`config.mk`:
```
export PLATFORM = sky130hd
export DESIGN_NAME = instr_sequencer
export DESIGN_NICKNAME = d
export VERILOG_FILES = /design/src/rtl/instr_sequencer.sv
export SDC_FILE = /design/constraint.sdc
export NUM_CORES = 1
export LEC_CHECK = 0
export ABC_AREA = 1
export ABC_CLOCK_PERIOD_IN_PS = 4100
export CORE_MARGIN = 1.5
export CORE_UTILIZATION = 39
export CTS_CLUSTER_SIZE = 40
export DETAILED_ROUTE_END_ITERATION = 8
export DONT_BUFFER_PORTS = 1
export GPL_TIMING_DRIVEN = 1
export PLACE_DENSITY_LB_ADDON = 0.08
export SYNTH_ARGS = -nofsm -noshare
export SYNTH_HDL_FRONTEND = slang
export SYNTH_SLANG_ARGS = --single-unit
```
`constraint.sdc`:
```
create_clock -name clk -period 4.1 [get_ports clk]
set_input_delay 0.41 -clock clk [delete_from_list [all_inputs] [get_ports clk]]
set_output_delay 0.41 -clock clk [all_outputs]
set_load 0.02 [all_outputs]
```
`src/rtl/instr_sequencer.sv`:
```
// instr_sequencer: loadable coprocessor instruction player.
// Holds a small program in synchronous memory and issues it slot by slot to
// the coprocessor in step, run or loop mode, waiting for cp_done after every
// accepted instruction. A slot whose opcode equals HALT_OP ends run/loop
// without being issued.
//
// Issue handshake: o_instr_valid rises with o_instr_out already stable, and
// both hold unchanged until the cycle where o_instr_valid && i_instr_ready;
// that cycle is the single acceptance, and o_instr_valid drops on the next
// cycle. i_cp_done is only honoured after acceptance, in WAIT.
module instr_sequencer #(
    parameter int         INSTR_W = 22,
    parameter int         DEPTH   = 32,
    parameter int         ADDR_W  = 5,
    parameter logic [3:0] HALT_OP = 4'b0000
) (
    input  logic               clk,
    input  logic               rst,
    input  logic               i_prog_we,
    input  logic [ADDR_W-1:0]  i_prog_addr,
    input  logic [INSTR_W-1:0] i_prog_data,
    input  logic [ADDR_W:0]    i_prog_len,
    input  logic [1:0]         i_mode,
    input  logic               i_start,
    input  logic               i_step,
    input  logic               i_abort,
    output logic [INSTR_W-1:0] o_instr_out,
    output logic               o_instr_valid,
    input  logic               i_instr_ready,
    input  logic               i_cp_done,
    output logic [ADDR_W-1:0]  o_pc,
    output logic               o_busy,
    output logic               o_halted,
    output logic [15:0]        o_issued_cnt,
    output logic [2:0]         o_state
);

    typedef enum logic [2:0] {
        S_IDLE  = 3'd0,
        S_FETCH = 3'd1,
        S_ISSUE = 3'd2,
        S_WAIT  = 3'd3,
        S_DONE  = 3'd4
    } state_t;

    localparam logic [1:0] MODE_STEP = 2'b00;
    localparam logic [1:0] MODE_RUN  = 2'b01;
    localparam logic [1:0] MODE_LOOP = 2'b10;

    state_t             r_state;
    logic [INSTR_W-1:0] r_mem [DEPTH];
    logic               r_start_q;
    logic               r_step_q;
    logic [1:0]         r_mode;      // mode latched at launch; later mode changes wait for the next start
    logic [ADDR_W:0]    r_len;       // program length latched at launch
    logic [ADDR_W-1:0]  r_pc;
    logic [INSTR_W-1:0] r_instr;
    logic               r_valid;
    logic               r_busy;
    logic               r_halted;
    logic [15:0]        r_cnt;

    logic               w_start_rise;
    logic               w_step_rise;
    logic               w_launch_run;
    logic               w_launch_step;
    logic               w_last;
    logic               w_prog_open;
    logic               w_is_halt;
    logic [INSTR_W-1:0] w_rd_data;
    logic [ADDR_W-1:0]  w_pc_inc;

    assign w_start_rise  = i_start & ~r_start_q;
    assign w_step_rise   = i_step & ~r_step_q;
    // Reserved mode 11 launches like run.
    assign w_launch_run  = w_start_rise && (i_mode != MODE_STEP);
    assign w_launch_step = w_step_rise && (i_mode == MODE_STEP);
    assign w_pc_inc      = r_pc + {{(ADDR_W-1){1'b0}}, 1'b1};
    assign w_last        = ({1'b0, r_pc} + {{ADDR_W{1'b0}}, 1'b1}) == r_len;
    assign w_prog_open   = (r_state == S_IDLE) || (r_state == S_DONE);
    assign w_rd_data     = r_mem[r_pc];
    assign w_is_halt     = (w_rd_data[3:0] == HALT_OP);

    assign o_instr_out   = r_instr;
    assign o_instr_valid = r_valid;
    assign o_pc          = r_pc;
    assign o_busy        = r_busy;
    assign o_halted      = r_halted;
    assign o_issued_cnt  = r_cnt;
    assign o_state       = r_state;

    // Program memory write port; loads are only taken while nothing is in flight.
    always_ff @(posedge clk) begin
        if (i_prog_we && w_prog_open) begin
            r_mem[i_prog_addr] <= i_prog_data;
        end
    end

    // Previous-cycle samples of start/step for rising-edge detection.
    always_ff @(posedge clk) begin
        if (rst) begin
            r_start_q <= 1'b0;
            r_step_q  <= 1'b0;
        end else begin
            r_start_q <= i_start;
            r_step_q  <= i_step;
        end
    end

    // Sequencer FSM with registered outputs; abort outranks everything but reset.
    always_ff @(posedge clk) begin
        if (rst) begin
            r_state  <= S_IDLE;
            r_mode   <= MODE_STEP;
            r_len    <= '0;
            r_pc     <= '0;
            r_instr  <= '0;
            r_valid  <= 1'b0;
            r_busy   <= 1'b0;
            r_halted <= 1'b0;
            r_cnt    <= '0;
        end else if (i_abort) begin
            r_state  <= S_IDLE;
            r_pc     <= '0;
            r_valid  <= 1'b0;
            r_busy   <= 1'b0;
            r_halted <= 1'b0;
        end else begin
            case (r_state)
                S_IDLE, S_DONE: begin
                    if (w_launch_run) begin
                        r_pc   <= '0;
                        r_cnt  <= '0;
                        r_len  <= i_prog_len;
                        r_mode <= (i_mode == MODE_LOOP) ? MODE_LOOP : MODE_RUN;
                        if (i_prog_len == '0) begin
                            r_state  <= S_DONE;
                            r_busy   <= 1'b0;
                            r_halted <= 1'b1;
                        end else begin
                            r_state  <= S_FETCH;
                            r_busy   <= 1'b1;
                            r_halted <= 1'b0;
                        end
                    end else if ((r_state == S_IDLE) && w_launch_step && (i_prog_len != '0)) begin
                        // Step issues the slot at the current pc; an empty program has nothing to step.
                        r_len   <= i_prog_len;
                        r_mode  <= MODE_STEP;
                        r_state <= S_FETCH;
                        r_busy  <= 1'b1;
                    end
                end
                S_FETCH: begin
                    r_instr <= w_rd_data;
                    if (w_is_halt) begin
                        r_state  <= S_DONE;
                        r_busy   <= 1'b0;
                        r_halted <= 1'b1;
                    end else begin
                        r_state <= S_ISSUE;
                        r_valid <= 1'b1;
                    end
                end
                S_ISSUE: begin
                    if (i_instr_ready) begin
                        r_valid <= 1'b0;
                        r_state <= S_WAIT;
                        if (r_cnt != 16'hFFFF) begin
                            r_cnt <= r_cnt + 16'd1;
                        end
                    end
                end
                S_WAIT: begin
                    if (i_cp_done) begin
                        if ((r_mode == MODE_RUN) && w_last) begin
                            // Run ends with pc parked on the last issued slot.
                            r_state  <= S_DONE;
                            r_busy   <= 1'b0;
                            r_halted <= 1'b1;
                        end else begin
                            r_pc <= w_last ? '0 : w_pc_inc;
                            if (r_mode == MODE_STEP) begin
                                r_state <= S_IDLE;
                                r_busy  <= 1'b0;
                            end else begin
                                r_state <= S_FETCH;
                            end
                        end
                    end
                end
                default: begin
                    r_state  <= S_IDLE;
                    r_valid  <= 1'b0;
                    r_busy   <= 1'b0;
                    r_halted <= 1'b0;
                end
            endcase
        end
    end

endmodule

```
# After elaboration in Yosys (flattened, before gate mapping)
# Memory sizes are Yosys's and may differ from the RTL's. A register that Yosys moved wholly into a read port is not among the register bits.
# Index checks and enable logic that the tools add are counted.
# classes
mux,44
n_reduce_logical,28
n_eq_ne,18
add_sub_neg,3
bitwise,7
# op_table
cell,n
$mux 16,3
$pmux 16 s2,1
$mux 5,6
$mux 3,7
$mux 1,17
$add 16x1->16 const B,1
$ne 16x16->1 const B,1
$ne 2x2->1 const B,8
$reduce_and 5->1,3
$mux 6,2
$pmux 3 s4,1
$pmux 5 s2,1
$reduce_and 3->1,3
$pmux 1 s4,2
$reduce_bool 2->1,4
$add 5x1->6 const B,1
$eq 3x2->1 const B,2
$eq 6x6->1,1
$logic_and 1x1->1,6
$logic_not 6->1,1
$mux 2,3
$ne 3x3->1 const B,2
$reduce_bool 6->1,1
$add 5x1->5 const B,1
15 further kinds,22
# word_totals
input_bits,43
reg_bits,59
mem_count,1
wordCells,112
mem_bits_rw,704
# memory_table
memory,depth,width,rd,rd_ports_with_merged_regs,write_ports,line_no,rtl
r_mem,32,22,1,1,1,51,logic [INSTR_W-1:0] r_mem [DEPTH];

# Depth between registers and ports, before layout
# Gate-level depths: netlist (run 1).
# depth
word_depth,8
ltp_mapped,18
mapped_depth_nobuf,16

# Worst setup path before layout (run 1)
# Ideal clock, no wire load.
# synth_timing
kind,reg-to-reg
startpoint,"reg r_state[1], in the netlist o_state[1]"
endpoint,mem r_mem[0][0] (enable)
path_slack_ps,1625
stages_incl_launch_ff,6
path_buffers,0
required_time_ps,3699
setup_time_ps,401
period_less_slack_ps,2475
arrival_ps,2074
cell_sequence,dfxtp_1 > nor2_1 > inv_1 > nor2_1 > nand3_1 > nor2_1
# synth_between
elab_chain_cells,5
word_cells_on_any_way,6
# synth_rtl
element,line_no,rtl
start: declaration,50,state_t r_state;
start signal: assignment,113,r_state <= S_IDLE;
start signal: assignment,123,r_state <= S_IDLE;
start signal: assignment,137,r_state <= S_DONE;
$eq 3x3->1 or $logic_not 3->1 (tied branches),80,assign w_prog_open = (r_state == S_IDLE) || (r_state == S_DONE);
$logic_or 1x1->1 *,80,
$logic_and 1x1->1 *,94,if (i_prog_we && w_prog_open) begin
$mux 1 *,94,
$mux 1 (implied by the code) *,95,r_mem[i_prog_addr] <= i_prog_data;
end: declaration,51,
# Mark *: on every way between the ends. The rest lies on a longest branch, timed or not.

==> flow_summary.toml, run 1 <==
[route]
dr.first_iter.drc_count = 1874
drc = 0
wl_per_cell_um = 26.76
via_per_inst = 5.612
drt_wl_total_mm = 97.06
ant_nets = 0
drtPass1Iterations = 7
routed-via-count = 20355

[die]
start_util_pct = 39.37
dieArea_sq_um = 79750
die_w_um = 282.4
core_area_sq_um = 77340
rows = 102
io_pins = 92
die_y_um = 282.4

[synth]
yosysWarnings = 0
async_reset_ff_share_pct = 0
synth_most_common_cell = "edfxtp_1"
syn_inst = 2484
syn_avg_cell_area_sq_um = 12.26
synth_edf_count = 704
synth.distinct_cells = 38
syn_area_sq_um = 30450
synthTopCellsByArea = "edfxtp_1 69%, o21ai_0 6.2%, nor2_1 5.3%, dfxtp_1 4.2%, o22ai_1 3.2%"
synth_ff_type = "edfxtp_1"
ys_seq_area_share_pct = 73.64
netlist_top_cells_count = "704 x edfxtp_1, 426 x nor2_1, 377 x o21ai_0"
synth_fp_nets = 2529
synth_seq_cells = 768
synth_top_area_share_pct = 69.43
synth_top_area_cell = "edfxtp_1"

[clock_network]
cts_buffers = 85
clockBufferDepth = 3
path_clk_slew_ns = 0.06
post_cts_buffers = 0
cts-root-buf = "clkbuf_16"
htree_levels = 3
clkSinkCount = 768
cts_tree = "done"
clk_latency_ns = 0.62

[pwr]
leakage_nw = 11.60
peakVddDrop_v = 0.0003198
power-per-cell-area_nw_per_um2 = 484.6

[global_routing]
antenna_found_initial = 4
grt_usage_pct = 24.45
grt_max_degree = 121
grt-ovfl-total = 0
grt_pass1_vias = 19783
grt_pass1_wl_mm = 140.4

[timing]
setup-tns-final_ns = 0
worst_pin_slew_ns = 1.174
rsz0062_at_grt = "false"
slew_headroom_pct = 21.47
period_share_pct = 73.97
fin_crit_ns = 3.033
final_hold_viol_count = 0
worst_slack_ns = 1.067
setup_violations = 0
fin_skew_ns = 0.02451
maxSlewViolCount = 0
fmax_mhz = 329.7

[placement]
port_buffers = 0
pre_cts_slack_ns = 1.084
gp_congestion = 0.8095
place_hpwl_mm = 52.24

[hold_path]
hold_depth = 3
min_path_type = "in2reg"
worstHoldEndpoint = "o_busy$_SDFFE_PP0P_"
worstHoldStart = "rst"

[job]
max-cap-violations = 0

[setup_path]
r2r_setup_slack_ns = 1.07
reg2reg_to = "o_instr_out[10]$_SDFFE_PP0P_"
crit_type = "reg2reg"
crit_chain = "buf_4, buf_4, o21ai_0, o22ai_1, o211ai_1, o21ai_0, o21ai_1, a21oi_1"
critPathTopFamily = "buffers and inverters"
rr_worst_depth = 8
critPathMaxFanout = 61
start_kind = "register"
crit_buf_inv = 2
cp.arrival_ns = 3.58
cpPeakStageDelay_ns = 0.63
slowest_stage = "buf_4"
cp.required_ns = 4.64
end_kind = "register"

[layout]
drive_above_1_share_pct = 9.934
num-nets-final = 2562
syn2layout_area_growth_pct = 15.76
fillerInstances = 7105
multi_input_area_sq_um = 7308
layout.area.seq_sq_um = 22440
antenna_cells = 0

[outcome]
outcome = "completed"
## report_power, final
part	leakage [nW]	switching (W)	internal, W
logic	3.37	0.000573	0.000195
clock network	1.37	0.00310	0.00453
registers	6.86	0.0000596	0.00862
total	11.6	0.00373	0.0133
## worst max path at each step
| stage | to | slack (ns) | cells past startpoint | start |
|---|---|---|---|---|
| 2_1_floorplan | r_mem[0][0]$_DFFE_PP_ | 1.63 | 5 | o_state[1]$_SDFFE_PP0P_ |
| 3_3_place_gp | o_instr_out[10]$_SDFFE_PP0P_ | 1.11 | 8 | register |
| 3_5_place_dp | o_instr_out[21]$_SDFFE_PP0P_ | 1.08 | 8 | register |
| 4_1_cts | o_instr_out[21]$_SDFFE_PP0P_ | 1.08 | 8 | register |
| 5_1_grt | o_instr_out[12]$_SDFFE_PP0P_ | 0.82 | 8 | register |
| 6_report | o_instr_out[10]$_SDFFE_PP0P_ | 1.07 | 8 | register |
## cells in the final DEF, fill, tap and decap left out, drive strengths merged, types with 15 or more instances in the layout
cell	instances
edfxtp	704
nor2	430
o21ai	419
nand2	241
o22ai	156
nand3	123
clkbuf	122
buf	77
dfxtp	64
inv	62
a21oi	46
clkinv	31
dlygate4sd3	26
o221ai	18
nor3	15
## cell families after synthesis
group	count (synthesis)	synth area share (%)
adder cells (fa/ha/maj)	2	0.08218
AND/OR/NAND/NOR	827	11.07
flip-flops	768	73.64
buffers and inverters	221	3.144
XOR/XNOR	8	0.2301
AO/OA/AOI/OAI	658	11.83
## metrics by stage
step | instance area, sq um | std cells | util, % | hold slack (ns) | power [W]
floorplan | 30450 | 2484 | - | 0.4355 | 0.009222
global placement | 32030 | 3436 | 41.42 | 0.4530 | 0.009474
CTS | 35250 | 3627 | 45.57 | 0.01451 | 0.01722
global route | 35250 | 3627 | 45.57 | 0.03449 | 0.01760
finish | 35250 | 3627 | 45.57 | 0.05170 | 0.01708
detailed placement | 32030 | 3436 | 41.42 | 0.4612 | 0.009474
## final cells by class
cell class | instances | share of cell area [%]
inverters | 64 | 0.7277
clock buffers | 122 | 6.958
flip-flops and latches | 768 | 63.66
repair buffers | 103 | 3.266
multi-input cells | 1495 | 20.74
clock inverters | 35 | 0.9656
well taps | 1040 | 3.692
## worst register-to-register path: stages (launching register included)
cell and delay, ns:
dfxtp_4 0.60, buf_4 0.63, buf_4 0.57, o21ai_0 0.17
o22ai_1 0.34, o211ai_1 0.16, o21ai_0 0.22, o21ai_1 0.13
a21oi_1 0.14
## repair_timing
action / in CTS / in global routing
endpoints found under the hold margin: 717 / 0
hold buffers: 34 / 0
resized for setup: 0 / 0
## per-layer routing
layer	track usage, %	share of wire, %
met4	6.527	2.3
met1	35.85	45
met2	38.40	46
met3	3.073	6.0
met5	0	0.010
## registers in the layout (all words and copies together) (netlist names), 2 cells and up, named ones only
signal and cells:
r_mem 704, o_pc 5, o_instr_out 22, r_len 6, o_state 3, r_mode 2, o_issued_cnt 16
(Power assumes the default switching activity.)
==> run 2: changes to the inputs <==
- ABC_CLOCK_PERIOD_IN_PS: 4100 -> 2550
- clock period: 4.1 -> 2.55 ns (I/O delays scaled with it)
==> run 2 against run 1 <==
Compared with the run above: global-route usage down 0.24 points; sequential power increased by 60%; die area stayed put; hold slack gained 0.0014 ns; clock-buffer cell count is 5 lower; critical path depth up 2; register-to-register slack got worse by 0.98 ns; final cell count up 2.1%; non-clock buffer count grew 79; largest cell class unchanged; largest power group unchanged.
==> flow_summary.toml, run 2 (synthesis results as in run 1) <==
[setup_path]
cp.required_ns = 3.05
end_kind = "register"
cp.arrival_ns = 2.96
start_kind = "register"
crit_type = "reg2reg"
critPathMaxFanout = 50

[timing]
setup_violations = 0
maxSlewViolCount = 0
fin_crit_ns = 2.466
hold_slack_ns = 0.05308
worst_pin_slew_ns = 1.251
fmax_mhz = 405.5
slew_headroom_pct = 16.30
final_hold_viol_count = 0
period_share_pct = 96.70
fin_skew_ns = 0.02075
rsz0062_at_grt = "true"

[clock_network]
cts_buffers = 84
cts_tree = "done"
clockBufferDepth = 3
clkSinkCount = 768
path_clk_slew_ns = 0.06
htree_levels = 3
cts-root-buf = "clkbuf_16"
clk_latency_ns = 0.63

[pwr]
power-per-cell-area_nw_per_um2 = 741.1
peakVddDrop_v = 0.0004866
leakage_nw = 12.04
total_power_w = 0.02683

[placement]
port_buffers = 0
placed_area_sq_um = 33130
place_hpwl_mm = 55.08
gp_congestion = 0.8256

[die]
core_area_sq_um = 77340
dieArea_sq_um = 79750
die_w_um = 282.4
start_util_pct = 39.37
io_pins = 92
die_y_um = 282.4
rows = 102

[layout]
final_common_cell = "edfxtp_1"
stdcell_area_sq_um = 36210
largest_register_ffs = 704
syn2layout_area_growth_pct = 18.92
fillerInstances = 6981
final_cell_mix = "704 x edfxtp_1, 394 x nor2_1, 377 x o21ai_0"
drive_above_1_share_pct = 12.03
num-nets-final = 2640
largest-register = "r_mem"

[job]
max-cap-violations = 0

[route]
via_per_inst = 5.550
drc = 0
routed-via-count = 20547
drt_wl_total_mm = 96.31
ant_nets = 0
dr.first_iter.drc_count = 2117
drtPass1Iterations = 6
wl_per_cell_um = 26.02

[global_routing]
grt-ovfl-total = 0
grt_max_degree = 85
grt_usage_pct = 24.21
grt_pass1_vias = 19628
grt_pass1_wl_mm = 138.1
antenna_found_initial = 8

[hold_path]
min_path_type = "in2reg"
worstHoldStart = "i_abort"

[outcome]
outcome = "completed"
run 2: changes by cell type in the layout (fill, tap and decap cells not counted), moves of 2 or more:
cell | before | now
clkinv_1 | 15 | 12
dlygate4sd3_1 | 26 | 38
buf_4 | 52 | 75
bufinv_16 | 6 | 2
clkinvlp_4 | 0 | 2
buf_12 | 25 | 67
clkbuf_16 | 90 | 86
diode_2 | 0 | 2
inv_6 | 1 | 4
run 2: path summary, 6_finish.rpt:
path	end	cells past startpoint	slack (ns)
setup / recovery	o_instr_out[16]$_SDFFE_PP0P_	10	0.08
hold / removal	r_len[5]$_SDFFE_PP0P_	3	0.05
setup reg to reg	o_instr_out[16]$_SDFFE_PP0P_	10	0.08
hold reg to reg	r_len[2]$_SDFFE_PP0P_	2	0.46
run 2: layout make-up:
class	count	area, sq um	area share, %
clock buffer	117	2338	6.458
inverter	64	256.5	0.7084
tap	1040	1301	3.594
timing repair buffer	182	2323	6.417
sequential	768	22440	61.96
multi-input combinational	1495	7308	20.18
antenna	2	5.005	0.01382
clock inverter	34	240.2	0.6635
run 2: where the power goes:
| part | leakage [nW] | internal, W | switching [W] |
|---|---|---|---|
| registers | 6.86 | 0.0139 | 0.0000770 |
| logic | 3.91 | 0.000384 | 0.000959 |
| clock network | 1.26 | 0.00660 | 0.00496 |
run 2: critical path, stage by stage (launching register included):
cell and delay [ns]:
dfxtp_4 0.40, clkinv_8 0.21, buf_4 0.29, buf_4 0.20
o21ai_0 0.16, o22ai_1 0.10, o21ai_0 0.23, o22ai_1 0.18
buf_4 0.17, o21ai_1 0.22, a21oi_1 0.12
run 2: layer usage:
layer | share of wire (%) | global-route usage, % | vias up | wire length, um
li1 | - | - | 9334 | -
met1 | 44 | 33.87 | 10345 | 42180
met2 | 47 | 39.08 | 728 | 45400
met3 | 6.7 | 3.965 | 138 | 6420
met4 | 2.4 | 6.650 | 2 | 2303
met5 | 0.013 | 0 | - | 13
run 2: per-stage QoR:
| step | instances | util (%) | setup TNS [ns] | setup WS [ns] |
|---|---|---|---|---|
| after floorplan | 2484 | - | 0 | 0.07542 |
| after global placement | 3506 | 42.84 | 0 | 0.1306 |
| after detailed placement | 3506 | 42.84 | 0 | 0.08693 |
| after CTS | 3700 | 46.80 | 0 | 0.06717 |
| after global routing | 3702 | 46.82 | -0.04654 | -0.03867 |
| final | 3702 | 46.82 | 0 | 0.08414 |
run 2: what timing repair did:
item,4_1_cts,5_1_grt
hold buffers,43,0
setup endpoints to repair,0,5
buffers inserted,0,0
resized for setup,0,2
endpoints found under the hold margin,732,0
